--- src/rtl/rf_write_arbiter_if.sv ---
// rf_write_arbiter_if
// Purpose : bundles the two writeback requesters, the register-file write
//           port and the status/statistics outputs of rf_write_arbiter.
// Modports: master - requester side (drives valid/rd/data, observes the rest)
//           slave  - arbiter side
// Signals : a_valid/a_ready/a_rd/a_data   requester A (ALU writeback)
//           b_valid/b_ready/b_rd/b_data   requester B (memory load)
//           RFwenable/RFrd/RFwr           registered RF write port
//           a_pending/b_pending           holding entry occupied
//           wr_count/conflict_count       statistics (zero unless RFWA_STATS_EN)
interface rf_write_arbiter_if;
    logic        a_valid;
    logic        a_ready;
    logic [4:0]  a_rd;
    logic [31:0] a_data;
    logic        b_valid;
    logic        b_ready;
    logic [4:0]  b_rd;
    logic [31:0] b_data;
    logic        RFwenable;
    logic [4:0]  RFrd;
    logic [31:0] RFwr;
    logic        a_pending;
    logic        b_pending;
    logic [15:0] wr_count;
    logic [15:0] conflict_count;

    modport master (
        output a_valid, a_rd, a_data, b_valid, b_rd, b_data,
        input  a_ready, b_ready, RFwenable, RFrd, RFwr,
               a_pending, b_pending, wr_count, conflict_count
    );

    modport slave (
        input  a_valid, a_rd, a_data, b_valid, b_rd, b_data,
        output a_ready, b_ready, RFwenable, RFrd, RFwr,
               a_pending, b_pending, wr_count, conflict_count
    );
endinterface

--- src/rtl/rf_write_arbiter.sv ---
// rf_write_arbiter
// Purpose : arbitrates two writeback requesters onto one registered
//           register-file write port. Each requester owns a one-entry
//           holding register; when both are full, different destinations
//           alternate round-robin and the same destination is served in
//           load order so the younger value lands last.
// Ports   : clk    - single clock, all state on posedge
//           rst_n  - asynchronous active-low reset
//           bus    - rf_write_arbiter_if.slave (requesters, RF port, status)
// Config  : RFWA_STATS_EN - when defined, wr_count/conflict_count are
//           saturating 16-bit counters; otherwise both are tied to zero.
module rf_write_arbiter (
    input  logic                clk,
    input  logic                rst_n,
    rf_write_arbiter_if.slave   bus
);

    logic        a_full_q, a_full_d;
    logic [4:0]  a_rd_q, a_rd_d;
    logic [31:0] a_data_q, a_data_d;
    logic        b_full_q, b_full_d;
    logic [4:0]  b_rd_q, b_rd_d;
    logic [31:0] b_data_q, b_data_d;
    logic        last_grant_q, last_grant_d;   // 1 = B was granted last
    logic        age_q, age_d;                 // 1 = B loaded before A
    logic        rf_wen_q, rf_wen_d;
    logic [4:0]  rf_rd_q, rf_rd_d;
    logic [31:0] rf_wr_q, rf_wr_d;

    logic grant_a, grant_b;
    logic a_xfer, b_xfer;
    logic a_ready, b_ready;
    logic a_old, b_old;

    always_comb begin
        grant_a = a_full_q;
        if (a_full_q && b_full_q) begin
            if (a_rd_q == b_rd_q) grant_a = !age_q;
            else                  grant_a = last_grant_q;
        end
        grant_b = b_full_q && !grant_a;
    end

    // An entry being drained this edge can accept a new request at once.
    assign a_ready = !a_full_q || grant_a;
    assign b_ready = !b_full_q || grant_b;
    assign a_xfer  = bus.a_valid && a_ready;
    assign b_xfer  = bus.b_valid && b_ready;

    // Entries that survive this edge without being replaced.
    assign a_old = a_full_q && !grant_a;
    assign b_old = b_full_q && !grant_b;

    always_comb begin
        a_full_d     = a_xfer || a_old;
        a_rd_d       = a_xfer ? bus.a_rd   : a_rd_q;
        a_data_d     = a_xfer ? bus.a_data : a_data_q;
        b_full_d     = b_xfer || b_old;
        b_rd_d       = b_xfer ? bus.b_rd   : b_rd_q;
        b_data_d     = b_xfer ? bus.b_data : b_data_q;

        // Age only matters while both are full; same-edge loads count A older.
        age_d = 1'b0;
        if (a_full_d && b_full_d) begin
            if (a_old && b_old) age_d = age_q;
            else if (b_old)     age_d = 1'b1;
            else                age_d = 1'b0;
        end

        last_grant_d = last_grant_q;
        rf_wen_d     = 1'b0;
        rf_rd_d      = rf_rd_q;
        rf_wr_d      = rf_wr_q;
        if (grant_a) begin
            last_grant_d = 1'b0;
            rf_wen_d     = (a_rd_q != 5'd0);
            rf_rd_d      = a_rd_q;
            rf_wr_d      = a_data_q;
        end else if (grant_b) begin
            last_grant_d = 1'b1;
            rf_wen_d     = (b_rd_q != 5'd0);
            rf_rd_d      = b_rd_q;
            rf_wr_d      = b_data_q;
        end
    end

    always_ff @(posedge clk or negedge rst_n) begin
        if (!rst_n) begin
            a_full_q     <= 1'b0;
            a_rd_q       <= 5'd0;
            a_data_q     <= 32'd0;
            b_full_q     <= 1'b0;
            b_rd_q       <= 5'd0;
            b_data_q     <= 32'd0;
            last_grant_q <= 1'b1;
            age_q        <= 1'b0;
            rf_wen_q     <= 1'b0;
            rf_rd_q      <= 5'd0;
            rf_wr_q      <= 32'd0;
        end else begin
            a_full_q     <= a_full_d;
            a_rd_q       <= a_rd_d;
            a_data_q     <= a_data_d;
            b_full_q     <= b_full_d;
            b_rd_q       <= b_rd_d;
            b_data_q     <= b_data_d;
            last_grant_q <= last_grant_d;
            age_q        <= age_d;
            rf_wen_q     <= rf_wen_d;
            rf_rd_q      <= rf_rd_d;
            rf_wr_q      <= rf_wr_d;
        end
    end

`ifdef RFWA_STATS_EN
    logic [15:0] wr_count_q, wr_count_d;
    logic [15:0] conflict_count_q, conflict_count_d;

    always_comb begin
        wr_count_d       = wr_count_q;
        conflict_count_d = conflict_count_q;
        if (rf_wen_q && (wr_count_q != 16'hFFFF))
            wr_count_d = wr_count_q + 16'd1;
        if (a_full_q && b_full_q && (conflict_count_q != 16'hFFFF))
            conflict_count_d = conflict_count_q + 16'd1;
    end

    always_ff @(posedge clk or negedge rst_n) begin
        if (!rst_n) begin
            wr_count_q       <= 16'd0;
            conflict_count_q <= 16'd0;
        end else begin
            wr_count_q       <= wr_count_d;
            conflict_count_q <= conflict_count_d;
        end
    end

    assign bus.wr_count       = wr_count_q;
    assign bus.conflict_count = conflict_count_q;
`else
    assign bus.wr_count       = 16'd0;
    assign bus.conflict_count = 16'd0;
`endif

    assign bus.a_ready   = a_ready;
    assign bus.b_ready   = b_ready;
    assign bus.a_pending = a_full_q;
    assign bus.b_pending = b_full_q;
    assign bus.RFwenable = rf_wen_q;
    assign bus.RFrd      = rf_rd_q;
    assign bus.RFwr      = rf_wr_q;

endmodule

--- src/flat_wrapper.sv ---
// flat-port wrapper written by rule: the top's interface ports become plain ports
module rf_write_arbiter_flat 
  (clk, rst_n, bus_a_valid, bus_a_rd, bus_a_data, bus_b_valid, bus_b_rd, bus_b_data, bus_a_ready, bus_b_ready, bus_RFwenable, bus_RFrd, bus_RFwr, bus_a_pending, bus_b_pending, bus_wr_count, bus_conflict_count);
  rf_write_arbiter_if bus_i ();
  input  logic clk;
  input  logic rst_n;
  input wire logic [$bits(bus_i.a_valid)-1:0] bus_a_valid;
  input wire logic [$bits(bus_i.a_rd)-1:0] bus_a_rd;
  input wire logic [$bits(bus_i.a_data)-1:0] bus_a_data;
  input wire logic [$bits(bus_i.b_valid)-1:0] bus_b_valid;
  input wire logic [$bits(bus_i.b_rd)-1:0] bus_b_rd;
  input wire logic [$bits(bus_i.b_data)-1:0] bus_b_data;
  output wire logic [$bits(bus_i.a_ready)-1:0] bus_a_ready;
  output wire logic [$bits(bus_i.b_ready)-1:0] bus_b_ready;
  output wire logic [$bits(bus_i.RFwenable)-1:0] bus_RFwenable;
  output wire logic [$bits(bus_i.RFrd)-1:0] bus_RFrd;
  output wire logic [$bits(bus_i.RFwr)-1:0] bus_RFwr;
  output wire logic [$bits(bus_i.a_pending)-1:0] bus_a_pending;
  output wire logic [$bits(bus_i.b_pending)-1:0] bus_b_pending;
  output wire logic [$bits(bus_i.wr_count)-1:0] bus_wr_count;
  output wire logic [$bits(bus_i.conflict_count)-1:0] bus_conflict_count;
  assign bus_i.a_valid = bus_a_valid;
  assign bus_i.a_rd = bus_a_rd;
  assign bus_i.a_data = bus_a_data;
  assign bus_i.b_valid = bus_b_valid;
  assign bus_i.b_rd = bus_b_rd;
  assign bus_i.b_data = bus_b_data;
  assign bus_a_ready = bus_i.a_ready;
  assign bus_b_ready = bus_i.b_ready;
  assign bus_RFwenable = bus_i.RFwenable;
  assign bus_RFrd = bus_i.RFrd;
  assign bus_RFwr = bus_i.RFwr;
  assign bus_a_pending = bus_i.a_pending;
  assign bus_b_pending = bus_i.b_pending;
  assign bus_wr_count = bus_i.wr_count;
  assign bus_conflict_count = bus_i.conflict_count;
  rf_write_arbiter u_core (.clk(clk), .rst_n(rst_n), .bus(bus_i));
endmodule
--- config.mk ---
export PLATFORM = sky130hd
export DESIGN_NAME = rf_write_arbiter_flat
export DESIGN_NICKNAME = d
export VERILOG_FILES = /design/src/rtl/rf_write_arbiter_if.sv /design/src/rtl/rf_write_arbiter.sv /design/src/flat_wrapper.sv
export SDC_FILE = /design/constraint.sdc
export NUM_CORES = 1
export LEC_CHECK = 0
export BUFFER_PORTS_ARGS = -buffer_cell sky130_fd_sc_hd__buf_2
export CAP_MARGIN = 30
export CORE_MARGIN = 10
export CORE_UTILIZATION = 51
export DETAILED_ROUTE_END_ITERATION = 6
export GPL_ROUTABILITY_DRIVEN = 1
export MAX_ROUTING_LAYER = met4
export PLACE_DENSITY_LB_ADDON = 0.25
export SYNTH_ARGS = -nofsm -noshare
export SYNTH_HDL_FRONTEND = slang
export SYNTH_SLANG_ARGS = --single-unit
--- constraint.sdc ---
create_clock -name clk -period 2.6 [get_ports clk]
set_input_delay 0.26 -clock clk [delete_from_list [all_inputs] [get_ports clk]]
set_output_delay 0.26 -clock clk [all_outputs]
set_load 0.01 [all_outputs]
# Yosys cells after proc, flatten, opt, wreduce, memory -nomap -nowiden
# Index checks and enable logic that the tools add are counted.
# word_totals
regBits	116
in_bits	78
out_inout_bits	74
elab_cells	46
# op_classes
eq_ne	2
mux	13
n_reduce_logical	20
# ops
cell	n
$mux 32	2
$mux 5	2
$reduce_bool 5->1	2
$mux 1	9
$logic_and 1x1->1	8
$eq 5x5->1	1
$logic_not 1->1	5
$logic_or 1x1->1	4
$ne 2x2->1 const B	1
$reduce_bool 2->1	1

# Longest topological paths before layout
# Gate-level depths: netlist (run 1).
# logic_depth
depth_word	10
mapped_depth	8
ltp_nobuf	5

# Least setup slack after synthesis (run 1)
# No wires, ideal clock.
# synth_timing
path_kind	register -> register
startpoint	register u_core.b_rd_q[3]
endpoint	register u_core.b_data_q[10]
arrival_time_ns	1.981
slack_ns	0.495
path_stages_with_launch	8
n_path_buf	2
period_less_slack_ns	2.105
cell_sequence	dfrtp_1 > xor2_1 > nor2_1 > and3_1 > clkbuf_1 > o31ai_4 > buf_6 > mux2_2
# synth_between
elab_chain_len	7
# synth_lines
element	line_no	text
start, declared	rf_write_arbiter.sv:22	logic [4:0] b_rd_q, b_rd_d;
start signal, assigned	rf_write_arbiter.sv:105	b_rd_q <= b_rd_d;
$eq 5x5->1	rf_write_arbiter.sv:38	if (a_rd_q == b_rd_q) grant_a = !age_q;
$mux 1	rf_write_arbiter.sv:38	
$mux 1	rf_write_arbiter.sv:37	if (a_full_q && b_full_q) begin
$logic_not 1->1	rf_write_arbiter.sv:41	grant_b = b_full_q && !grant_a;
$logic_and 1x1->1	rf_write_arbiter.sv:41	
$logic_or 1x1->1	rf_write_arbiter.sv:46	assign b_ready = !b_full_q || grant_b;
$logic_and 1x1->1	rf_write_arbiter.sv:48	assign b_xfer = bus.b_valid && b_ready;
end signal, assigned	rf_write_arbiter.sv:106	b_data_q <= b_data_d;
end, declared	rf_write_arbiter.sv:23	logic [31:0] b_data_q, b_data_d;
# No other way between the ends.
# A chain may end at the register's enable or synchronous reset.

# Worst setup path in the final report (run 1)
# layout_timing
startpoint	register u_core.b_rd_q[1]
endpoint	output port bus_b_ready
# layout_between
elab_chain_len	6
# layout_lines
element	line_no	text
$eq 5x5->1	rf_write_arbiter.sv:38	
$mux 1	rf_write_arbiter.sv:38	
$mux 1	rf_write_arbiter.sv:37	
$logic_not 1->1	rf_write_arbiter.sv:41	
$logic_and 1x1->1	rf_write_arbiter.sv:41	
$logic_or 1x1->1	rf_write_arbiter.sv:46	
end, declared	flat_wrapper.sv:14	output wire logic [$bits(bus_i.b_ready)-1:0] bus_b_ready;
# No other way between the ends.

==> qor.txt, run 1 <==
Status: complete, no violations
RR Startpoint: u_core.b_rd_q[1]
Power share of the combinational group: 30.7%
Die W: 120 microns
Mux cell area share after synthesis: 22.7%
Startpoint Class: flip-flop
Synth Area in Compound Gates: 7.12%
I/O pin count: 152
Dpl hpwl: 8160 microns
Max clock buf depth: 2
Worst Setup End Kind: output port
P_sw: 2350 uW
Buffers & Inverters on Critical Path: 2
PD cells: 1040 nW/um^2
Placer Congestion: 0.829
Share of layout cells above drive strength 1: 39.9%
RSZ-0062 raised after global routing: no
Worst Hold Slack: 0.00976 ns
Clock skew: 0.00671 ns
Worst Hold Class: in2reg
First-pass GRT wire length: 21,400 microns
Number of port buffers: 119
YS warnings: 0
Total power: 7300 uW
Peak Freq: 415 MHz
Crit-path cells: xor2_1 -> nor2_1 -> and3_1 -> nor3_1 -> inv_1 -> buf_2
Pin count of the biggest net entering global routing: 66
Vias in the first global route: 4,267
Clock power share: 30.1%
Final period util: 92.7%
DR iter-0 viols: 189
Largest family of logic cells by synthesized area: multiplexers
Crit path depth: 6
Routed vias: 3,644
R2R cell count: 6
Worst setup path start: u_core.b_rd_q[1]
Sequential area share after synthesis: 57.2%
Max cap viols: 0
Int Power: 4960 uW
Reg power frac: 39.3%
Crit Path Class: reg2out
Leak: 0.00331 uW
Hold depth: 2
Util after Layout: 72.2%
CTS tree: yes
Via density: 4.95
Hold_sp: bus_b_data[8]
Fin crit period: 2.41 ns
Commonest non-fill, non-tap cell in the layout: buf_2
Fillers: 701
CP max stage delay: 0.41 ns
Area growth syn-to-layout: 38.4%
Num CTS Buffers: 17
DRC: 0
# nets final: 666
Cells after Synth: 391
DR pass1 iterations: 6
Simple-Gate Fraction of Synth Area: 5.13%
Fin. max-slew vios: 0
Drt total wl: 12,600 microns
Hold Vio Cnt, Final: 0
Post-Syn Area: 5080 sq um
Sink Count: 116
Yosys cell types: 36
CP Max Fanout: 6
WP data required: 2.34 ns
Clock root cell: clkbuf_8
Synth Area in Adders: 0%
Sw Share: 32.1%
Final TNS setup: 0 ns
Xor/xnor share of the synthesized area: 0.862%
GR Overflow Total: 0
Number of H-tree levels: 4
Global router's overall resource usage: 18.7%
CP delay by family, top: simple AND/OR/NAND/NOR gates
Worst vdd ir: 0.522 mV
Initial antenna violation count: 2
CTS clk-pin slew, worst paths: 0.06 ns
Count of state elements after synthesis: 116
Slowest CP cell: dfrtp_1
Starting Density: 52.2%
Routed length per instance: 17.1 microns
Die ar.: 14,300 sq um
Avg Cell Area, Syn: 13.0 sq um
Die Y: 120 microns
Placement Rows: 36
Critical Path AT: 2.15 ns
Setup Viol. Count Final: 0
Clk Latency, worst-skew pair: 0.50 ns
Most frequent cells in the layout: buf_2, dfrtp_1, dlygate4sd3_1
Core Footprint: 9730 sq um
Remaining antenna violation count: 0
-- final cells by class --
| cell class | count | area (sq um) | share of cell area [%] |
|---|---|---|---|
| Antenna cell | 2 | 5.00 | 0.0712 |
| Clock inverter | 12 | 131 | 1.87 |
| Sequential cell | 116 | 2910 | 41.4 |
| Timing Repair Buffer | 198 | 1420 | 20.2 |
| Inverter | 2 | 7.51 | 0.107 |
| Multi-Input combinational cell | 253 | 1960 | 27.9 |
| Tap cell | 133 | 166 | 2.37 |
| Clock buffer | 20 | 435 | 6.20 |
-- Yosys cell counts --
library cell / n / area, sq um
mux2i_1: 32 / 320
and3_4: 1 / 11.3
o221a_2: 5 / 56.3
or3_1: 1 / 6.26
o21ai_0: 33 / 165
dfrtp_1: 115 / 2880
buf_4: 32 / 240
o221ai_1: 1 / 8.76
a2111oi_0: 1 / 8.76
buf_2: 7 / 35.0
or4_1: 2 / 15.0
o31ai_1: 1 / 7.51
and2_1: 6 / 37.5
dfstp_2: 1 / 26.3
buf_6: 3 / 33.8
a21oi_1: 1 / 5.00
o21bai_1: 1 / 7.51
nand2b_1: 2 / 12.5
o21ba_2: 1 / 10.0
o31ai_4: 1 / 21.3
nor2_1: 5 / 18.8
a31oi_1: 1 / 6.26
mux2_2: 68 / 766
and3_1: 1 / 6.26
nand3_1: 1 / 5.00
or2_2: 1 / 6.26
xnor2_1: 3 / 26.3
conb_1: 1 / 3.75
a211o_1: 6 / 52.6
o211ai_2: 1 / 12.5
nor3_1: 2 / 10.0
inv_1: 2 / 7.51
nand2_1: 35 / 131
xor2_1: 2 / 17.5
clkbuf_1: 9 / 33.8
mux2_1: 6 / 67.6
-- state kept, by name, summed over array words and instances (netlist names) --
signal / count
u_core.age_q: 1
u_core.a_data_q: 32
u_core.bus.RFrd: 5
u_core.a_rd_q: 5
u_core.bus.a_pending: 1
u_core.b_rd_q: 5
u_core.bus.b_pending: 1
u_core.b_data_q: 32
u_core.bus.RFwenable: 1
u_core.last_grant_q: 1
u_core.bus.RFwr: 32
-- worst reg2reg max path, stage by stage, from the launching register on --
cell and delay (ns):
dfrtp_1 0.41, xor2_1 0.21, nor2_1 0.27, nand3_1 0.18
o211ai_4 0.42, buf_12 0.27, mux2_2 0.38
-- path summary, 6_finish.rpt --
kind,to,slack [ns]
setup / recovery,bus_b_ready,0.19
hold / removal,u_core.b_data_q[8],0.01
setup reg to reg,u_core.a_data_q[23],0.35
hold reg to reg,u_core.bus.RFwr[12],0.47
max in group asynchronous,u_core.a_data_q[28],1.66
min in group asynchronous,u_core.b_data_q[23],0.25
-- power groups by stage --
stage / combinational, uW / clock (uW) / sequential (uW)
finish: 2240 / 2190 / 2870
global route: 2480 / 2320 / 2960
CTS: 2260 / 2230 / 2860
detailed placement: 2170 / 0 / 2880
global placement: 2120 / 0 / 2850
floorplan: 1300 / 0 / 2940
-- logic make-up (layout without fill, tap and decap cells) --
| group | count (synthesis) | after routing |
|---|---|---|
| muxes | 106 | 106 |
| DFF | 116 | 116 |
| and+or+nand+nor | 57 | 57 |
| other | 1 | 34 |
| xor gates and xnor gates | 5 | 5 |
| AOI/OAI and AO/OA | 53 | 53 |
| buffers and inverters | 53 | 232 |
-- stage by stage --
stage	area (sq um)	setup WS (ns)	instances
final	7030	0.189	736
after detailed placement	5750	0.431	632
after global placement	5750	0.483	632
after floorplan	5190	0.495	422
after CTS	7010	0.0890	733
after global routing	7030	0.0737	736
-- metal layers --
metal / GRT usage [%] / share of wire (%)
met2: 32.6 / 53
met1: 20.2 / 40
met3: 5.16 / 5.8
met4: 6.56 / 1.2
met5: - / 0
-- what timing repair did --
action	in CTS	in global routing
gates resized for setup	0	1
endpoints found under the hold margin	100	1
buffers inserted	0	0
hold buffers	69	1
endpoints found under the setup margin	0	2
Note: power is estimated with default switching activity, not from simulation.
==> inputs of run 2 (changes only) <==
- CELL_PAD_IN_SITES_DETAIL_PLACEMENT: default -> 1
- CELL_PAD_IN_SITES_GLOBAL_PLACEMENT: default -> 2
- CORE_MARGIN: 10 -> 5
- CORE_UTILIZATION: 51 -> 35
- CTS_BUF_LIST: default -> sky130_fd_sc_hd__clkbuf_2
==> qor.txt, run 2 (synthesis results as in run 1) <==
Status: complete, no violations
CP delay by family, top: simple AND/OR/NAND/NOR gates
CP max stage delay: 0.45 ns
Slew margin rel.: 56.7%
Final period util: 93.0%
Leak: 0.00324 uW
Clock root cell: clkbuf_2
Drt total wl: 13,100 microns
Die ar.: 17,000 sq um
Clock skew: 0.0255 ns
Met2 Wirelength: 6990 microns
Clk Latency, worst-skew pair: 0.68 ns
Die W: 130 microns
Remaining antenna violation count: 0
DRC: 0
Dpl cells: 684
Routed length per instance: 16.5 microns
Placer Congestion: 0.804
Final worst slack: 0.182 ns
Final TNS setup: 0 ns
Cell Area, Placed: 5830 sq um
RSZ-0062 raised after global routing: no
Commonest non-fill, non-tap cell in the layout: buf_2
Buffers & Inverters on Critical Path: 1
Non-filler instance count after layout: 797
Critical Path AT: 2.16 ns
Most frequent cells in the layout: buf_2, dfrtp_1, dlygate4sd3_1
DR top layer: met4
Crit-path cells: xor2_2 -> nor2_2 -> and3_4 -> o21bai_2 -> buf_2
Starting Density: 35.3%
Max cap viols: 0
Num CTS Buffers: 17
Fin crit period: 2.42 ns
Routed vias: 3,687
DR pass1 iterations: 4
Die Y: 130 microns
Slowest CP cell: dfrtp_1
Hold Vio Cnt, Final: 0
CTS clk-pin slew, worst paths: 0.18 ns
Initial antenna violation count: 1
Vias in the first global route: 4,197
Pre-CTS setup slack: 0.404 ns
Share of layout cells above drive strength 1: 40.9%
Max clock buf depth: 2
Worst Hold Class: in2async
Number of H-tree levels: 4
Worst vdd ir: 0.367 mV
Worst Setup End Kind: output port
CTS tree: yes
Core Footprint: 14,400 sq um
Peak Freq: 413 MHz
Pin count of the biggest net entering global routing: 66
Met3 Wirelength: 691 microns
Dpl hpwl: 8580 microns
Worst Max-Slew Pin Slew: 0.650 ns
# nets final: 678
Crit Path Class: reg2out
Placement Rows: 44
Global router's overall resource usage: 16.9%
Area growth syn-to-layout: 36.2%
Via density: 4.63
PD cells: 908 nW/um^2
Number of port buffers: 119
Setup Viol. Count Final: 0
GR Overflow Total: 0
Fin. max-slew vios: 0
DR iter-0 viols: 110
Startpoint Class: flip-flop
WP data required: 2.34 ns
I/O pin count: 152
CP Max Fanout: 6
Routed met1 length: 5280 microns
First-pass GRT wire length: 21,300 microns
Post-route cell area: 6920 sq um
Sink Count: 116
## run 2: changes by cell type in the layout (fill, tap and decap cells not counted), sizes merged
cell	before	now
clkinv	5	9
dlygate4sd3	70	77
buf	128	133
clkbuf	20	17
inv	3	2
clkinvlp	4	2
## run 2: cell type report
| cell class | instances | area (sq um) |
|---|---|---|
| Antenna cell | 2 | 5.00 |
| Clock buffer | 17 | 85.1 |
| Clock inverter | 13 | 119 |
| Fill cell | 1565 | 7450 |
| Inverter | 2 | 7.51 |
| Multi-Input combinational cell | 253 | 2030 |
| Sequential cell | 116 | 2910 |
| Tap cell | 184 | 230 |
| Timing Repair Buffer | 210 | 1540 |
## run 2: per-layer routing
metal	track usage (%)	vias up
met5	-	-
met4	5.38	0
met3	4.96	13
met2	28.9	98
met1	19.1	1849
li1	-	1727
## run 2: what timing repair did
item                       in CTS  in global routing
pin swaps                       1                  0
resized for setup              11                  3
buffers inserted                4                  0
hold endpoints to repair      193                  0
hold buffers                   77                  0
setup endpoints to repair       2                  2
## run 2: path summary, 6_finish.rpt
check                      slack (ns)  cells after the start              endpoint                 from
setup / recovery                 0.18                      5           bus_a_ready     u_core.b_rd_q[3]
hold / removal                   0.11                      2    u_core.b_data_q[9]                rst_n
setup reg to reg                 0.47                      6  u_core.bus.RFwenable  u_core.last_grant_q
hold reg to reg                  0.48                      2   u_core.bus.RFwr[18]  u_core.a_data_q[18]
max in group asynchronous        1.81                      3  u_core.bus.b_pending                rst_n
min in group clk                 0.32                      3    u_core.b_data_q[5]        bus_b_data[5]
## run 2: report_power, final
group | internal [uW] | leakage [uW] | switching [uW]
logic | 1160 | 0.00176 | 1160
clock network | 410 | 0.000125 | 677
registers | 2460 | 0.00136 | 412
## run 2: per-stage QoR
stage	power [uW]	hold slack [ns]	util [%]
2_1_floorplan	4240	-0.0356	-
3_5_place_dp	5100	0.335	40.6
6_report	6280	0.113	48.1
4_1_cts	6390	0.0337	48.0
3_3_place_gp	5000	0.331	40.6
5_1_grt	6780	0.0817	48.1
==> inputs of run 3 (changes only) <==
- BUFFER_PORTS_ARGS: -buffer_cell sky130_fd_sc_hd__buf_2 -> default
- CORE_UTILIZATION: 35 -> 43
- DONT_BUFFER_PORTS: default -> 1
==> qor.txt, run 3 (synthesis results as in run 1) <==
CP Max Fanout: 6
Max clock buf depth: 2
Num CTS Buffers: 17
I/O pin count: 152
Initial antenna violation count: 1
Number of port buffers: 0
Leak: 0.00274 uW
Area growth syn-to-layout: 21.4%
Clk Latency, worst-skew pair: 0.68 ns
Pre-CTS setup slack: 0.346 ns
Commonest non-fill, non-tap cell in the layout: dfrtp_1
DR pass1 iterations: 4
First-pass GRT wire length: 19,900 microns
Routed length per instance: 19.2 microns
Final TNS setup: 0 ns
Remaining antenna violation count: 0
Global router's overall resource usage: 18.9%
Starting Density: 44.1%
# nets final: 555
Sink Count: 116
Post-CTS setup buffer count: 0
Hold depth: 3
Dpl hpwl: 7530 microns
Crit Path Class: reg2out
Pin count of the biggest net entering global routing: 117
Placer Congestion: 0.778
PD cells: 956 nW/um^2
Most frequent cells in the layout: dfrtp_1, dlygate4sd3_1, mux2_2
CTS tree: yes
Worst Max-Slew Pin Slew: 0.617 ns
Fin. max-slew vios: 0
DR iter-0 viols: 136
Die W: 119 microns
R2R cell count: 5
Final period util: 92.0%
GR Overflow Total: 0
Peak Freq: 418 MHz
Placement Rows: 39
Routed vias: 3,227
Number of H-tree levels: 4
Max cap viols: 0
RSZ-0062 raised after global routing: no
Worst Setup End Kind: output port
Fin crit period: 2.39 ns
DRC: 0
Final worst slack: 0.209 ns
Hold Vio Cnt, Final: 0
Worst Hold Class: in2reg
Slew margin rel.: 58.9%
Setup Viol. Count Final: 0
Drt total wl: 12,200 microns
Clock skew: 0.0306 ns
Vias in the first global route: 3,738
Total power: 5890 uW
Core Footprint: 11,500 sq um
Die Y: 119 microns
Die ar.: 14,100 sq um
Via density: 5.09
Cell Area, Placed: 5130 sq um
Share of layout cells above drive strength 1: 25.7%
Status: complete, no violations
WP data required: 2.34 ns
Worst vdd ir: 0.419 mV
Startpoint Class: flip-flop
Critical Path AT: 2.13 ns
Clock root cell: clkbuf_2
Worst Hold Slack: 0.121 ns
CTS clk-pin slew, worst paths: 0.17 ns
Post-route cell area: 6160 sq um
[run 3: area by class of cell]
type	instances	area (sq um)
Antenna cell	1	2.50
Clock buffer	21	105
Clock inverter	11	111
Fill cell	1188	5350
Inverter	2	7.51
Multi-Input combinational cell	253	1970
Sequential cell	116	2910
Tap cell	143	179
Timing Repair Buffer	87	878
[run 3: report_power, final]
group,total (uW),internal (uW),switching (uW)
Clock,1110,443,663
Combinational,1700,854,845
Sequential,3090,2460,628
[run 3: per-stage QoR]
step | utilization, % | cells
finish | 53.5 | 634
global route | 53.5 | 634
CTS | 53.4 | 633
detailed placement | 44.5 | 523
global placement | 44.5 | 523
floorplan | - | 422
[run 3: worst paths after layout]
kind | to | from | slack, ns
min in group asynchronous | u_core.b_data_q[30] | rst_n | 0.16
worst min register to register | u_core.bus.RFwr[8] | u_core.a_data_q[8] | 0.49
max in group asynchronous | u_core.bus.a_pending | rst_n | 1.91
worst max register to register | u_core.a_data_q[19] | u_core.bus.b_pending | 0.39
worst min-delay path | u_core.a_data_q[31] | bus_a_valid | 0.12
worst max-delay path | bus_a_ready | u_core.b_rd_q[1] | 0.21
[run 3: repair_timing]
action / CTS / global route
pin swaps: 0 / 0
endpoints found under the hold margin: 193 / 0
setup endpoints to repair: 2 / 2
hold buffers: 78 / 0
resized for setup: 2 / 3
[run 3: worst max-delay path, cell delays in order (launching register included)]
cell and delay, ns:
dfrtp_1 0.45, xor2_1 0.29, nor2_2 0.11, and3_2 0.29
o21bai_1 0.34
[run 3: layer usage]
| layer | GRT usage [%] | vias up | part of all wire (%) |
|---|---|---|---|
| met5 | - | - | 0 |
| met4 | 7.53 | 0 | 2.2 |
| met3 | 6.45 | 20 | 5.8 |
| met2 | 31.8 | 97 | 52 |
| met1 | 20.5 | 1624 | 40 |
| li1 | - | 1486 | - |
